<file path="config.mk">
export PLATFORM = sky130hd
export DESIGN_NAME = aes_round_ctrl
export DESIGN_NICKNAME = d
export VERILOG_FILES = /design/src/rtl/aes_round_ctrl.sv
export SDC_FILE = /design/constraint.sdc
export NUM_CORES = 1
export LEC_CHECK = 0
export ABC_AREA = 1
export CAP_MARGIN = 20
export CORE_AREA = 4 4 249 251
export CTS_CLUSTER_SIZE = 40
export DETAILED_ROUTE_END_ITERATION = 10
export DIE_AREA = 0 0 253 255
export GPL_ROUTABILITY_DRIVEN = 0
export HOLD_SLACK_MARGIN = 0.08
export PLACE_DENSITY = 0.55
export SYNTH_ARGS = -nofsm -noshare
export SYNTH_HDL_FRONTEND = slang
export SYNTH_SLANG_ARGS = --single-unit
</file>
<file path="constraint.sdc">
create_clock -name clk -period 1.9 [get_ports clk]
set_input_delay 0.475 -clock clk [delete_from_list [all_inputs] [get_ports clk]]
set_output_delay 0.475 -clock clk [all_outputs]
set_load 0.02 [all_outputs]
</file>
<file path="src/rtl/aes_round_ctrl.sv">
// AES-128 encrypt round controller: it holds the plaintext and the running round state,
// steps the round index as round keys arrive, and pulses data_valid with the ciphertext.
module aes_round_ctrl #(
    parameter int NR = 10,
    parameter int DW = 128,
    parameter int CW = 4
) (
    input  logic          clk,
    input  logic          n_rst,
    input  logic          start,
    input  logic [DW-1:0] data_in,
    input  logic          key_ready,
    input  logic [DW-1:0] round_result,
    output logic [DW-1:0] plain_out,
    output logic [CW-1:0] count_out,
    output logic [DW-1:0] data_to_store,
    output logic          busy,
    output logic          data_valid,
    output logic [DW-1:0] data_out
);

    typedef enum logic [1:0] {
        S_IDLE  = 2'd0,
        S_ROUND = 2'd1,
        S_DONE  = 2'd2
    } state_t;

    state_t        r_state;
    state_t        w_nextState;
    logic [DW-1:0] r_plain;
    logic [CW-1:0] r_count;
    logic [DW-1:0] r_store;
    logic          r_busy;
    logic          r_valid;
    logic [DW-1:0] r_dataOut;
    logic          w_lastRound;

    assign w_lastRound = (r_count == CW'(NR - 1));

    always_ff @(posedge clk or negedge n_rst) begin
        if (!n_rst) begin
            r_state <= S_IDLE;
        end else begin
            r_state <= w_nextState;
        end
    end

    always_comb begin
        w_nextState = r_state;
        case (r_state)
            S_IDLE: begin
                if (start) begin
                    w_nextState = S_ROUND;
                end
            end
            S_ROUND: begin
                if (key_ready && w_lastRound) begin
                    w_nextState = S_DONE;
                end
            end
            S_DONE: begin
                w_nextState = S_IDLE;
            end
            default: begin
                w_nextState = S_IDLE;
            end
        endcase
    end

    // A low key_ready in ROUND stalls every register, so each such cycle adds one cycle of latency.
    always_ff @(posedge clk or negedge n_rst) begin
        if (!n_rst) begin
            r_plain   <= '0;
            r_count   <= '0;
            r_store   <= '0;
            r_busy    <= 1'b0;
            r_valid   <= 1'b0;
            r_dataOut <= '0;
        end else begin
            case (r_state)
                S_IDLE: begin
                    if (start) begin
                        r_plain <= data_in;
                        r_count <= '0;
                        r_store <= '0;
                        r_busy  <= 1'b1;
                    end
                end
                S_ROUND: begin
                    if (key_ready) begin
                        if (w_lastRound) begin
                            r_dataOut <= round_result;
                            r_valid   <= 1'b1;
                        end else begin
                            r_store <= round_result;
                            r_count <= r_count + CW'(1);
                        end
                    end
                end
                S_DONE: begin
                    r_valid <= 1'b0;
                    r_count <= '0;
                    r_busy  <= 1'b0;
                end
                default: begin
                    r_busy  <= 1'b0;
                    r_valid <= 1'b0;
                end
            endcase
        end
    end

    assign plain_out     = r_plain;
    assign count_out     = r_count;
    assign data_to_store = r_store;
    assign busy          = r_busy;
    assign data_valid    = r_valid;
    assign data_out      = r_dataOut;

endmodule

</file>
# Yosys cells after proc, flatten, opt, wreduce, memory -nomap -nowiden
# Cells that the tools add are included.
# totals
register_bits	392
output_inout_bits	390
elab_cells	45
in_bits	260
# op_classes
addsub	1
bitwise_logic	2
mux	16
eq_ne	8
reduce_logical	11
# op_table
op	count
128-bit two-way mux	3
128-bit case mux with 2 select lines	1
4-bit two-way mux	3
4-bit case mux with 3 select lines	1
2-bit inequality test, second input constant	5
4-bit AND reduction	2
2-bit AND reduction	3
3-bit AND reduction	2
4-bit by 1-bit adder with 4-bit output, second input constant	1
4-bit equality test, second input constant	1
2-bit two-way mux	2
1-bit case mux with 2 select lines	2
2-bit case mux with 2 select lines	1
1-bit two-way mux	3
3-bit nonzero test	1
2-bit by 1-bit equality test with 1-bit output, second input constant	1
2-bit equality test, second input constant	1
2-bit logical NOT	1
1-bit NOT	2
2-bit nonzero test	1
1-bit logical AND	1

# Longest topological paths before layout
# depth
ltp_word	4
ltp_mapped	10
depth_no_buf	9

# Worst setup path before layout
# Ideal clock, no wire load.
# synth_timing
path_kind	register to register
startpoint	register r_count[0], in the netlist count_out[0]
endpoint	register r_dataOut[119], in the netlist data_out[119]
arrival_ns	1.488
path_stages_with_launch	9
t_required_ns	1.769
path_slack_ns	0.281
n_path_buf	2
synth_period_minus_slack_ns	1.619
setup_time_ns	0.131
cell_sequence	dfrtp_1 ha_1 nand2_1 nor2_1 nand3_2 buf_2 buf_2 nand2_1 o21ai_0
# synth_via
elab_chain_cells	2
# synth_lines
element	line	rtl
start, declared	31	logic [CW-1:0] r_count;
start signal, assigned	96	r_count <= r_count + CW'(1);
4-bit equality test	38	assign w_lastRound = (r_count == CW'(NR - 1));
3-bit AND reduction (no line)	n/a	
end signal, assigned	92	r_dataOut <= round_result;
end, declared	35	logic [DW-1:0] r_dataOut;
# Every way passes these cells.
# A chain may end at the register's enable or synchronous reset.

# Worst setup path in the final report
# layout_timing
startpoint	register r_dataOut[114], in the netlist data_out[114]
endpoint	output port data_out[114]
# layout_rtl
element	line	rtl
end, declared	19	output logic [DW-1:0] data_out
# No word-level cell between the ends.

==> summary.txt <==
Clock tree
  – CTS tree: yes
  – Setup bufs post-CTS: 0
  – Worst-Skew Late Latency: 0.56 ns
  – CTS sink cnt: 392
  – H-tree level count: 2
  – CTS buffer count: 45
  – Clk Tree Root Cell: clkbuf_16
  – Longest Clk Path Bufs: 3
  – Clk pin slew, worst setup/hold paths: approximately 0.06 ns

Floorplanning
  – Die ar.: between 60,000 and 70,000 sq um
  – FP Rows: 90
  – Starting Density: 26.6%
  – Ports: 650
  – Die height: 255 um
  – Core ar.: 59,900 sq um
  – Die width: approximately 250 um

Detailed routing
  – DRT antenna net count: 0
  – Initial drt markers: between 600 and 700
  – DR DRC count: 0
  – Vias per inst: 4.47
  – Drt total wl: 60,400 um
  – Initial DRT Pass Iterations: 6
  – Routed WL per cell: 18.3 um
  – Via Count: ~15,000

STA
  – Slew margin rel.: 67.7%
  – Clock skew: 0.0120 ns
  – Final min period: 1.84 ns
  – Fmax: approximately 540 MHz
  – Worst setup margin: 0.0635 ns
  – Final Max Tran Viols: 0
  – Worst Max-Slew Pin Slew: 0.484 ns
  – Final setup fails: 0
  – RSZ-0062 raised after global routing: false
  – Final worst path period share: between 90% and 100%
  – Final Hold Viols: 0

Logic synthesis
  – Syn_nets: 2,121
  – Synthesis Warnings: 0
  – Count leader, synth: nand2_1
  – Top-area cell type share of the netlist area: 61.5%
  – Area leader, netlist: dfrtp_1
  – Syn Inst Count: 1,859
  – Mean area per synthesized cell: 8.58 sq um
  – Post-synth EDFFs: 0
  – Most used DFF post-synth: dfrtp_1
  – Number of synthesized register bits: 392
  – Synth cell types: 17
  – Post-synthesis async set-or-reset flop share: 100%
  – Synthesized area: 15,900 sq um
  – Post-synth top cells: nand2_1, dfrtp_1, nand3_1, inv_1, nor2_1
  – Seq/Total Area, Yosys: 61.5%
  – Synth top area cells: dfrtp_1, nand2_1, nand3_1

Run
  – Max cap viols: 0

Final layout
  – Non-Filler Instances: ~3,300
  – Syn-to-layout area delta: 54.9%
  – Multi-input logic area: 5080 sq um
  – Fin area: 24,700 sq um
  – Nets: 2,753
  – Fillers: ~6,000
  – Proportion of layout cells with a drive suffix above 1: 6.18%
  – Register area: slightly below 10,000 sq um

Placement
  – Area after DPL: 23,600 sq um
  – Detailed Place HPWL: 44,600 um
  – Placed insts: 3,225
  – IO buf count: 649
  – Setup WS pre-CTS: -0.125 ns

Global routing
  – First-pass GRT wire length: around 90,000 um
  – Vias in the first global route: 15,100
  – Pin count of the biggest net entering global routing: 95
  – GRT overflow: 0
  – Tot GR Track Use: 18.0%
  – Antenna violations before repair: 7

Run status
  – Status: completed

Worst hold path
  – Hold Path Class: input pin to async pin

Critical path
  – Reg2Reg Setup Slack: roughly 0.20 ns
  – Setup crit end kind: primary output
  – Worst path cell trace: dlygate4sd2_1
  – Family with the most delay on the worst path: buffers and inverters
  – Top fanout value on the critical path: 2
  – Slowest stage cell, crit path: dlygate4sd2_1
  – Worst Reg-to-Reg Cells: 7
  – Critical path arrival: 1.36 ns
  – Critical path class: flip-flop to primary output
  – Delay of the slowest critical-path stage: roughly 0.46 ns
  – Number of buffer and inverter stages on the critical path: 1
  – Reg2Reg Launch Point: count_out[0]
  – CP Launch Type: flip-flop
  – RR Endpoint: data_to_store[60]
  – Required @ worst endpoint: 1.42 ns

Power
  – Leak: 13.4 nW
  – Clk network pwr share: a little under a quarter
  – Pwr Density: 1600 nW/um^2
  – Sw Pwr: 16.3 mW
  – Reg power frac: 34.5%
  – Worst vdd ir: 0.721 mV
  – Switching part of the total: between 40% and 50%
  – Int Pwr: between 20 and 25 mW
  – Comb power frac: 42.6%
## metrics by stage
| stage | setup TNS [ns] | power [mW] | hold slack (ns) | util [%] |
|---|---|---|---|---|
| 6_report | 0 | 39.5 | 0.414 | 41.2 |
| 5_1_grt | 0 | 42.0 | 0.415 | 41.2 |
| 4_1_cts | 0 | 40.1 | 0.375 | 41.2 |
| 3_5_place_dp | -8.39 | 33.3 | 0.411 | 39.4 |
| 3_3_place_gp | -4.51 | 33.1 | 0.406 | 39.4 |
| 2_1_floorplan | 0 | 22.7 | 0.179 | - |
## power by group through the flow
stage	sequential [mW]	clock [mW]	combinational (mW)
finish	13.6	9.03	16.8
floorplan	17.7	0	5.02
CTS	13.6	9.32	17.1
global route	14.0	9.65	18.4
detailed placement	13.8	0	19.4
global placement	13.8	0	19.3
## how the worst max path moves through the flow
stage	end	from	depth (start not counted)
after floorplan	data_out[119]	count_out[0]	8
after global placement	data_to_store[64]	key_ready	8
after detailed placement	data_to_store[93]	key_ready	9
after CTS	data_to_store[110]	data_to_store[110]	1
after global routing	data_out[115]	data_out[115]	1
final	data_out[114]	data_out[114]	1
## layout make-up
class / count / area share [%]
Clock buffer: 64 / 5.47
Clock inverter: 18 / 0.811
Antenna cell: 4 / 0.0405
Tap cell: 782 / 3.96
Timing Repair Buffer: 711 / 27.3
Sequential cell: 392 / 39.7
Inverter: 138 / 2.11
Multi-Input combinational cell: 1203 / 20.6
## sequential cells by signal, indices dropped and copies added (netlist names)
register / flops
data_to_store: 128
plain_out: 128
data_out: 128
r_state: 2
data_valid: 1
count_out: 4
busy: 1
## per-layer routing
layer | GRT usage [%] | part of all wire (%) | vias up
li1 | - | - | 7080
met4 | 4.16 | 1.9 | 0
met2 | 30.5 | 48 | 549
met1 | 22.7 | 41 | 7094
met3 | 5.88 | 8.9 | 68
met5 | 0 | 0 | -
## kinds of logic (layout without fill, tap and decap cells)
group                      after synthesis  in the layout  share of synthesized area, %
AOI/OAI and AO/OA                      129            129                          4.05
adders and majority gates                2              2                         0.157
buffers and inverters                  264            931                          6.88
DFF                                    392            392                          61.5
other                                    0              4                             0
and+or+nand+nor                       1072           1072                          27.4
## repair_timing
| action | in CTS | in global routing |
|---|---|---|
| gates cloned | 0 | 0 |
| endpoints found under the setup margin | 390 | 4 |
| hold endpoints to repair | 18 | 0 |
| hold buffers | 1 | 0 |
| resized for setup | 410 | 4 |
## layout by cell type (no fill, tap or decap), types with 20 or more instances in the layout
| master | instances |
|---|---|
| buf_4 | 42 |
| buf_12 | 20 |
| nand3_1 | 263 |
| clkdlybuf4s50_1 | 257 |
| o21ai_0 | 29 |
| clkbuf_16 | 47 |
| nor2_1 | 135 |
| nand2_1 | 667 |
| dfrtp_1 | 391 |
| inv_1 | 136 |
| dlygate4sd2_1 | 376 |
| o21ai_1 | 100 |
Power figures use the tool's default switching activity.
